==> src/rtl/vga_timing_pkg.sv <==
// Shared VGA mode descriptors and helpers for the raster timing generator.
package vga_timing_pkg;

  typedef struct packed {
    int h_display;
    int h_front;
    int h_sync;
    int h_back;
    int v_display;
    int v_front;
    int v_sync;
    int v_back;
  } vga_mode_t;

  function automatic int total(input int display, input int front,
                               input int sync, input int back);
    return display + front + sync + back;
  endfunction

  localparam vga_mode_t VGA_640X480  = '{640, 16, 96, 48, 480, 10, 2, 33};
  localparam vga_mode_t VGA_800X600  = '{800, 40, 128, 88, 600, 1, 4, 23};
  localparam vga_mode_t VGA_1280X720 = '{1280, 110, 40, 220, 720, 5, 5, 20};

endpackage

==> src/rtl/vga_axis_counter.sv <==
// One raster axis: counter register plus decode of its next state (active, sync).
// Outputs are combinational from the next state; holds when step_i is low.
module vga_axis_counter
  import vga_timing_pkg::*;
#(
  parameter int DISPLAY = 640,
  parameter int FRONT   = 16,
  parameter int SYNC    = 96,
  parameter int BACK    = 48,
  parameter bit POL     = 1'b0,
  localparam int TOTAL  = total(DISPLAY, FRONT, SYNC, BACK),
  localparam int W      = $clog2(TOTAL)
) (
  input  logic         clk_i,
  input  logic         rst_ni,
  input  logic         step_i,
  output logic [W-1:0] cnt_nxt_o,
  output logic         wrap_o,
  output logic         active_nxt_o,
  output logic         sync_nxt_o
);

  localparam logic [W-1:0] LAST       = W'(TOTAL - 1);
  localparam logic [W-1:0] DISP_END   = W'(DISPLAY);
  localparam logic [W-1:0] SYNC_START = W'(DISPLAY + FRONT);
  localparam logic [W-1:0] SYNC_END   = W'(DISPLAY + FRONT + SYNC);

  logic [W-1:0] cnt_q, cnt_d;
  logic         in_sync;

  always_comb begin
    wrap_o = step_i && (cnt_q == LAST);
    cnt_d  = cnt_q;
    if (wrap_o) begin
      cnt_d = '0;
    end else if (step_i) begin
      cnt_d = cnt_q + W'(1);
    end
    in_sync      = (cnt_d >= SYNC_START) && (cnt_d < SYNC_END);
    cnt_nxt_o    = cnt_d;
    active_nxt_o = cnt_d < DISP_END;
    sync_nxt_o   = in_sync ? POL : ~POL;
  end

  // Reset parks the counter on the last position so the first step lands on 0.
  always_ff @(posedge clk_i or negedge rst_ni) begin
    if (!rst_ni) begin
      cnt_q <= LAST;
    end else begin
      cnt_q <= cnt_d;
    end
  end

endmodule

==> src/rtl/vga_timing_gen.sv <==
// Parametrised VGA/DVI raster timing generator; 1-clk registered outputs, all regs hold while ce_i low.
// Optional 16-bit frame counter port with VGA_TIMING_FRAME_CNT_EN.
module vga_timing_gen
  import vga_timing_pkg::*;
#(
  parameter int H_DISPLAY = 640,
  parameter int H_FRONT   = 16,
  parameter int H_SYNC    = 96,
  parameter int H_BACK    = 48,
  parameter int V_DISPLAY = 480,
  parameter int V_FRONT   = 10,
  parameter int V_SYNC    = 2,
  parameter int V_BACK    = 33,
  parameter bit HS_POL    = 1'b0,
  parameter bit VS_POL    = 1'b0,
  localparam int H_TOTAL  = total(H_DISPLAY, H_FRONT, H_SYNC, H_BACK),
  localparam int V_TOTAL  = total(V_DISPLAY, V_FRONT, V_SYNC, V_BACK),
  localparam int HW       = $clog2(H_TOTAL),
  localparam int VW       = $clog2(V_TOTAL)
) (
  input  logic          clk_i,
  input  logic          rst_ni,
  input  logic          ce_i,
  output logic          hsync_o,
  output logic          vsync_o,
  output logic          de_o,
  output logic [HW-1:0] hpos_o,
  output logic [VW-1:0] vpos_o,
  output logic          line_start_o,
  output logic          frame_start_o
`ifdef VGA_TIMING_FRAME_CNT_EN
  ,
  output logic [15:0]   frame_cnt_o
`endif
);

  if (H_DISPLAY < 1 || H_FRONT < 1 || H_SYNC < 1 || H_BACK < 1 ||
      V_DISPLAY < 1 || V_FRONT < 1 || V_SYNC < 1 || V_BACK < 1) begin : g_param_err
    $error("vga_timing_gen: every H_*/V_* timing parameter must be >= 1");
  end

  logic [HW-1:0] h_nxt;
  logic          h_wrap, h_act, h_sync;
  logic [VW-1:0] v_nxt;
  logic          v_wrap, v_act, v_sync;

  vga_axis_counter #(
    .DISPLAY(H_DISPLAY), .FRONT(H_FRONT), .SYNC(H_SYNC), .BACK(H_BACK), .POL(HS_POL)
  ) u_h (
    .clk_i        (clk_i),
    .rst_ni       (rst_ni),
    .step_i       (ce_i),
    .cnt_nxt_o    (h_nxt),
    .wrap_o       (h_wrap),
    .active_nxt_o (h_act),
    .sync_nxt_o   (h_sync)
  );

  // Stepping V on the H wrap keeps vsync edges aligned with hpos returning to 0.
  vga_axis_counter #(
    .DISPLAY(V_DISPLAY), .FRONT(V_FRONT), .SYNC(V_SYNC), .BACK(V_BACK), .POL(VS_POL)
  ) u_v (
    .clk_i        (clk_i),
    .rst_ni       (rst_ni),
    .step_i       (h_wrap),
    .cnt_nxt_o    (v_nxt),
    .wrap_o       (v_wrap),
    .active_nxt_o (v_act),
    .sync_nxt_o   (v_sync)
  );

  logic          hsync_q, hsync_d;
  logic          vsync_q, vsync_d;
  logic          de_q, de_d;
  logic [HW-1:0] hpos_q, hpos_d;
  logic [VW-1:0] vpos_q, vpos_d;
  logic          line_start_q, line_start_d;
  logic          frame_start_q, frame_start_d;

  always_comb begin
    hsync_d       = h_sync;
    vsync_d       = v_sync;
    de_d          = h_act && v_act;
    hpos_d        = h_nxt;
    vpos_d        = v_nxt;
    line_start_d  = h_wrap;
    frame_start_d = h_wrap && v_wrap;
  end

  always_ff @(posedge clk_i or negedge rst_ni) begin
    if (!rst_ni) begin
      hsync_q       <= ~HS_POL;
      vsync_q       <= ~VS_POL;
      de_q          <= 1'b0;
      hpos_q        <= HW'(H_TOTAL - 1);
      vpos_q        <= VW'(V_TOTAL - 1);
      line_start_q  <= 1'b0;
      frame_start_q <= 1'b0;
    end else begin
      hsync_q       <= hsync_d;
      vsync_q       <= vsync_d;
      de_q          <= de_d;
      hpos_q        <= hpos_d;
      vpos_q        <= vpos_d;
      line_start_q  <= line_start_d;
      frame_start_q <= frame_start_d;
    end
  end

  assign hsync_o       = hsync_q;
  assign vsync_o       = vsync_q;
  assign de_o          = de_q;
  assign hpos_o        = hpos_q;
  assign vpos_o        = vpos_q;
  assign line_start_o  = line_start_q;
  assign frame_start_o = frame_start_q;

`ifdef VGA_TIMING_FRAME_CNT_EN
  logic [15:0] frame_cnt_q, frame_cnt_d;

  always_comb begin
    frame_cnt_d = frame_cnt_q + {15'd0, frame_start_d};
  end

  always_ff @(posedge clk_i or negedge rst_ni) begin
    if (!rst_ni) begin
      frame_cnt_q <= 16'd0;
    end else begin
      frame_cnt_q <= frame_cnt_d;
    end
  end

  assign frame_cnt_o = frame_cnt_q;
`endif

endmodule

==> config.mk <==
export PLATFORM = sky130hd
export DESIGN_NAME = vga_timing_gen
export DESIGN_NICKNAME = d
export VERILOG_FILES = /design/src/rtl/vga_timing_pkg.sv /design/src/rtl/vga_axis_counter.sv /design/src/rtl/vga_timing_gen.sv
export SDC_FILE = /design/constraint.sdc
export NUM_CORES = 1
export LEC_CHECK = 0
export ABC_CLOCK_PERIOD_IN_PS = 5100
export CELL_PAD_IN_SITES_DETAIL_PLACEMENT = 1
export CELL_PAD_IN_SITES_GLOBAL_PLACEMENT = 1
export CORE_ASPECT_RATIO = 1.25
export CORE_MARGIN = 3
export CORE_UTILIZATION = 41
export DETAILED_ROUTE_END_ITERATION = 10
export PLACE_DENSITY_LB_ADDON = 0.1
export SKIP_CTS_REPAIR_TIMING = 1
export SYNTH_ARGS = -nofsm -noshare
export SYNTH_HDL_FRONTEND = slang
export SYNTH_SLANG_ARGS = --single-unit
export TNS_END_PERCENT = 30
==> constraint.sdc <==
create_clock -name clk_i -period 5.1 [get_ports clk_i]
set_input_delay 1.02 -clock clk_i [delete_from_list [all_inputs] [get_ports clk_i]]
set_output_delay 1.02 -clock clk_i [all_outputs]
set_load 0.005 [all_outputs]
# Word level (Yosys, flattened, before mapping)
# Index checks and enable logic that the tools add are counted.
[word_totals] output_inout_bits=25 regBits=25
[classes] add_sub_neg=2 n_reduce_logical=6 n_eq_ne=2 n_lt_le_gt_ge=6 mux=6
[op_table] cell="$mux 10" count=4
[op_table] cell="$add 10x1->10 const B" count=2
[op_table] cell="$eq 10x10->1 const B" count=2
[op_table] cell="$lt 10x10->1 const B" count=2
[op_table] cell="$lt 10x9->1 const B" count=2
[op_table] cell="$ge 10x10->1 const B" count=1
[op_table] cell="$ge 10x9->1 const B" count=1
[op_table] cell="$logic_and 1x1->1" count=6
[op_table] cell="$mux 1" count=2

# Longest topological paths before layout
[depth] ltp_word=7 ltp_mapped=9

# Modules after synthesis
# Synthesis repeated with hierarchy kept, for this count alone.
[hier_totals] hier_cells=157 area_unflattened_um2=1950.6
[by_module_without_submodules] module="vga_axis_counter (u_h)" area_per_inst_um2=656.9 cells_per_inst=63 instances=1
[by_module_without_submodules] module="vga_timing_gen" area_per_inst_um2=653.1 cells_per_inst=27 instances=1
[by_module_without_submodules] module="vga_axis_counter (u_v)" area_per_inst_um2=640.6 cells_per_inst=67 instances=1

# Worst setup path before layout
# No wires, ideal clock.
[synth_path] path_kind="input to register" start="in ce_i" end="reg vsync_q (netlist: vsync_o)" slack_ns=2.216 path_buffers=1 t_arrival_ns=2.791 path_stages=7 path_cell_list="buf_4 -> nand4_2 -> or4_4 -> clkinv_2 -> nand4_1 -> mux2_4 -> or4_4"
[synth_via] elab_chain_len=6 elab_cells_between_ends=8
[synth_rtl] item="from (decl)" line="vga_timing_gen.sv:23" source="input logic ce_i,"
[synth_rtl] item="$logic_and 1x1->1 (*)" line="vga_axis_counter.sv:32" source="wrap_o = step_i && (cnt_q == LAST);"
[synth_rtl] item="$mux 10 / $logic_and 1x1->1 (equally long branches)" line="vga_axis_counter.sv:36, vga_axis_counter.sv:32"
[synth_rtl] item="$mux 10 (*)" line="vga_axis_counter.sv:34" source="if (wrap_o) begin"
[synth_rtl] item="via u_v.cnt_nxt_o[4]" line="vga_axis_counter.sv:17" source="output logic [W-1:0] cnt_nxt_o,"
[synth_rtl] item="$ge 10x9->1 / $lt 10x9->1 (equally long branches)" line="vga_axis_counter.sv:39" source="in_sync = (cnt_d >= SYNC_START) && (cnt_d < SYNC_END);"
[synth_rtl] item="$logic_and 1x1->1 (*)" line="vga_axis_counter.sv:39"
[synth_rtl] item="$mux 1 (*)" line="vga_axis_counter.sv:42" source="sync_nxt_o = in_sync ? POL : ~POL;"
[synth_rtl] item="via u_v.sync_nxt_o" line="vga_axis_counter.sv:20" source="output logic sync_nxt_o"
[synth_rtl] item="to (signal assigned)" line="vga_timing_gen.sv:93" source="vsync_q <= ~VS_POL;"
[synth_rtl] item="to (signal assigned)" line="vga_timing_gen.sv:101" source="vsync_q <= vsync_d;"
[synth_rtl] item="to (decl)" line="vga_timing_gen.sv:73" source="logic vsync_q, vsync_d;"
# Mark *: on every way through the listed nets, which the timed path passes. The rest lies on a longest branch.

# Worst setup path after layout
# Same ends and word-level chain as after synthesis.

==> results.tsv <==
stage	metric	value	unit
outcome	status	complete, no violations	
pwr	Power Internal	353	uW
sta	final period utilization	67.8	%
setup_path	CP delay by family, top	simple AND/OR/NAND/NOR gates	
sta	Fmax	289	MHz
sta	Slew headroom	67.3	%
sta	Final Slew Violations	0	
pwr	Net Switching	158	uW
floorplan	core area	3060	um^2
global_route	antenna violations before repair	0	
drt	Pre-antenna DRT Iters	4	
floorplan	row cnt	22	
sta	Slew @ Worst Pin	483	ps
sta	worst setup margin	1640	ps
pwr	Lkg Pwr	0.685	nW
logic_synthesis	Avg Cell Area, Syn	10.1	um^2
drt	Via Count	1126	
sta	Tmin final	3460	ps
floorplan	num ports	28	
sta	RSZ-0062 raised after global routing	no	
setup_path	Worst EP arrival	3710	ps
setup_path	Crit Path Category	in2reg	
logic_synthesis	Synth Warn #	0	
worst_hold_path	Hold Path Cell Cnt	1	
logic_synthesis	Mapped Cells	134	
placement	PortBufs	27	
cts	clock buffer depth	2	
global_route	Tot GR Track Use	18.1	%
cts	Num CTS Buffers	3	
final_layout	Antenna Diode Count	0	
worst_hold_path	Min-Delay Path Class	reg2reg	
cts	Sink Count	25	
global_route	vias in the first global route	1192	
setup_path	CP required	5360	ps
pwr	maximum vdd drop	0.000269	V
sta	final hold vios	0	
logic_synthesis	flip-flop and latch count after synthesis	25	
placement	Placer Congestion	0.815	
sta	Final Setup Violations	0	
drt	starting DRC count in detailed routing	21	
pwr	Comb pwr share	27.2	%
cts	CTS root buffer	clkbuf_4	
placement	DP Worst Slack	1280	ps
logic_synthesis	register area share after synthesis	47.5	%
pwr	PwrDens	305	nW/um^2
pwr	sw frac	30.9	%
setup_path	Worst path depth	8	
run	Max Cap Viol	0	
floorplan	die area	4020	um^2
final_layout	share of cells above drive strength 1	14.3	%
global_route	grt total ovfl	0	
placement	dpl hpwl	2510	um
drt	post-route antenna net violation count	0	
drt	DRC Markers	0	
setup_path	Slowest-stage cell, CP	clkdlybuf4s50_1	
final_layout	FILL cells	366	
floorplan	chip width	57.3	um
setup_path	crit path cell chain	clkdlybuf4s50_1 > nand4_2 > or4_4 > clkinv_2 > nand3_1 > xnor2_1 > nand3_1 > or4_4	
cts	latest clock arrival within the worst-skew pair	320	ps
setup_path	Buf/Inv on CP	2	
final_layout	Nets	168	
logic_synthesis	synthesized area	1350	um^2
logic_synthesis	syn nets	140	
drt	WL final	3360	um
global_route	first-pass GRT wire length	5740	um
cts	H-tree levels	1	
cts	CTS tree	built	
setup_path	CP peak stage delay	620	ps
pwr	power share of the sequential group	55.1	%
floorplan	Initial Utilization	44.2	%
pwr	Clk pwr share	17.6	%
drt	wire per inst	17.0	um
setup_path	crit start category	primary input	
setup_path	CP endpoint kind	register	
final_layout	Area growth syn-to-layout	24.0	%
logic_synthesis	Synth cell types	41	
setup_path	Worst Path Max Fanout	16	
drt	Via density	5.72	
sta	post-route setup TNS	0	ps
global_route	largest net degree at the start of global routing	26	
sta	Final Skew	4.24	ps
floorplan	height of the die	70.2	um
cts	CTS clock-pin slew for the worst setup and hold paths	140	ps
setup_path	Worst R2R Path Depth	8	
[stage by stage]
| stage | utilization, % | area (um^2) | std cells | power [mW] | hold WS [ps] |
|---|---|---|---|---|---|
| after floorplan | - | 1350 | 134 | 0.347 | 503 |
| after global placement | 53.9 | 1650 | 193 | 0.419 | 511 |
| after detailed placement | 53.9 | 1650 | 193 | 0.426 | 525 |
| after CTS | 54.8 | 1670 | 197 | 0.515 | 543 |
| after global routing | 54.8 | 1670 | 197 | 0.543 | 548 |
| final | 54.8 | 1670 | 197 | 0.511 | 540 |
[final timing paths]
kind | startpoint | end | slack, ps
worst max-delay path | ce_i | vsync_o$_DFF_PN1_ | 1640
max in group asynchronous | rst_ni | u_v.cnt_q[2]$_DFF_PN1_ | 3760
worst min-delay path | u_h.cnt_q[2]$_DFF_PN1_ | u_h.cnt_q[2]$_DFF_PN1_ | 540
min in group asynchronous | rst_ni | u_h.cnt_q[5]$_DFF_PN0_ | 1050
worst min register to register | u_h.cnt_q[2]$_DFF_PN1_ | u_h.cnt_q[2]$_DFF_PN1_ | 540
worst max register to register | u_h.cnt_q[0]$_DFF_PN1_ | vsync_o$_DFF_PN1_ | 2230
[cells by family after synthesis]
| logic type | Yosys count | share of synthesized area, % |
|---|---|---|
| AO/OA/AOI/OAI | 25 | 12.5 |
| XOR/XNOR | 12 | 8.34 |
| adder cells (fa/ha/maj) | 3 | 2.78 |
| buffers and inverters | 11 | 3.61 |
| flip-flops | 25 | 47.5 |
| multiplexers | 2 | 1.85 |
| AND/OR/NAND/NOR | 56 | 23.4 |
[area by class of cell]
cell class	instances	area (um^2)	share of cell area [%]
tap	36	45.0	2.69
timing repair buffer	28	278	16.6
multi-input combinational	98	661	39.5
clock buffer	4	26.3	1.57
inverter	6	23.8	1.42
sequential	25	641	38.3
[synth_stat cells, drive strengths merged]
cell | count | area, um^2
nand3 | 9 | 45.0
nand4 | 7 | 50.1
o21ai | 7 | 35.0
a21boi | 1 | 7.51
inv | 5 | 18.8
nor4b | 1 | 8.76
nor2 | 13 | 48.8
o31a | 1 | 8.76
o21a | 2 | 15.0
clkinv | 1 | 5.00
nand2b | 1 | 6.26
nand4bb | 1 | 11.3
nand2 | 9 | 33.8
and3 | 3 | 18.8
nor4 | 1 | 6.26
buf | 3 | 17.5
xor2 | 4 | 35.0
or4 | 2 | 22.5
a311oi | 1 | 8.76
nor4bb | 1 | 10.0
ha | 3 | 37.5
o211ai | 2 | 15.0
xnor2 | 8 | 77.6
mux2i | 1 | 10.0
and3b | 1 | 8.76
mux2 | 1 | 15.0
o22a | 1 | 8.76
a31o | 1 | 8.76
dfstp | 12 | 315
and2 | 3 | 18.8
clkbuf | 2 | 7.51
a21bo | 1 | 10.0
dfrtp | 13 | 325
a211o | 3 | 26.3
nand4b | 2 | 17.5
a21oi | 5 | 25.0
nor3 | 2 | 10.0
[flip-flops by register name (all words and copies together) (netlist names)]
| register | flops |
|---|---|
| de_o | 1 |
| frame_start_o | 1 |
| hsync_o | 1 |
| line_start_o | 1 |
| u_h.cnt_q | 10 |
| u_v.cnt_q | 10 |
| vsync_o | 1 |
[placed cells by master, fill, tap and decap left out, types with 2 or more instances in the layout]
cell	count
nand4b_1	2
dfrtp_1	13
o21a_1	2
o211ai_1	2
ha_1	3
nor2_1	13
or4_4	2
clkbuf_4	3
xor2_1	4
xnor2_1	7
dfstp_2	12
inv_1	5
nor3_1	2
clkdlybuf4s50_1	27
nand4_1	6
a21oi_1	5
a211o_1	3
nand2_1	9
and3_1	3
o21ai_0	6
and2_1	3
nand3_1	9
[power by group through the flow]
| stage | Clock (mW) | Combinational (mW) | Sequential [mW] |
|---|---|---|---|
| floorplan | 0 | 0.0657 | 0.281 |
| finish | 0.0901 | 0.139 | 0.282 |
| global route | 0.101 | 0.153 | 0.289 |
| detailed placement | 0 | 0.140 | 0.286 |
| CTS | 0.0915 | 0.142 | 0.282 |
| global placement | 0 | 0.137 | 0.282 |
[per-layer routing]
| metal | global-route usage (%) | up-vias | part of all wire, % |
|---|---|---|---|
| met5 | 0 | - | 0 |
| met4 | 5.41 | 0 | 1.3 |
| li1 | - | 534 | - |
| met2 | 32.8 | 17 | 54 |
| met1 | 21.9 | 571 | 42 |
| met3 | 2.40 | 4 | 2.7 |
(Power assumes the default switching activity.)
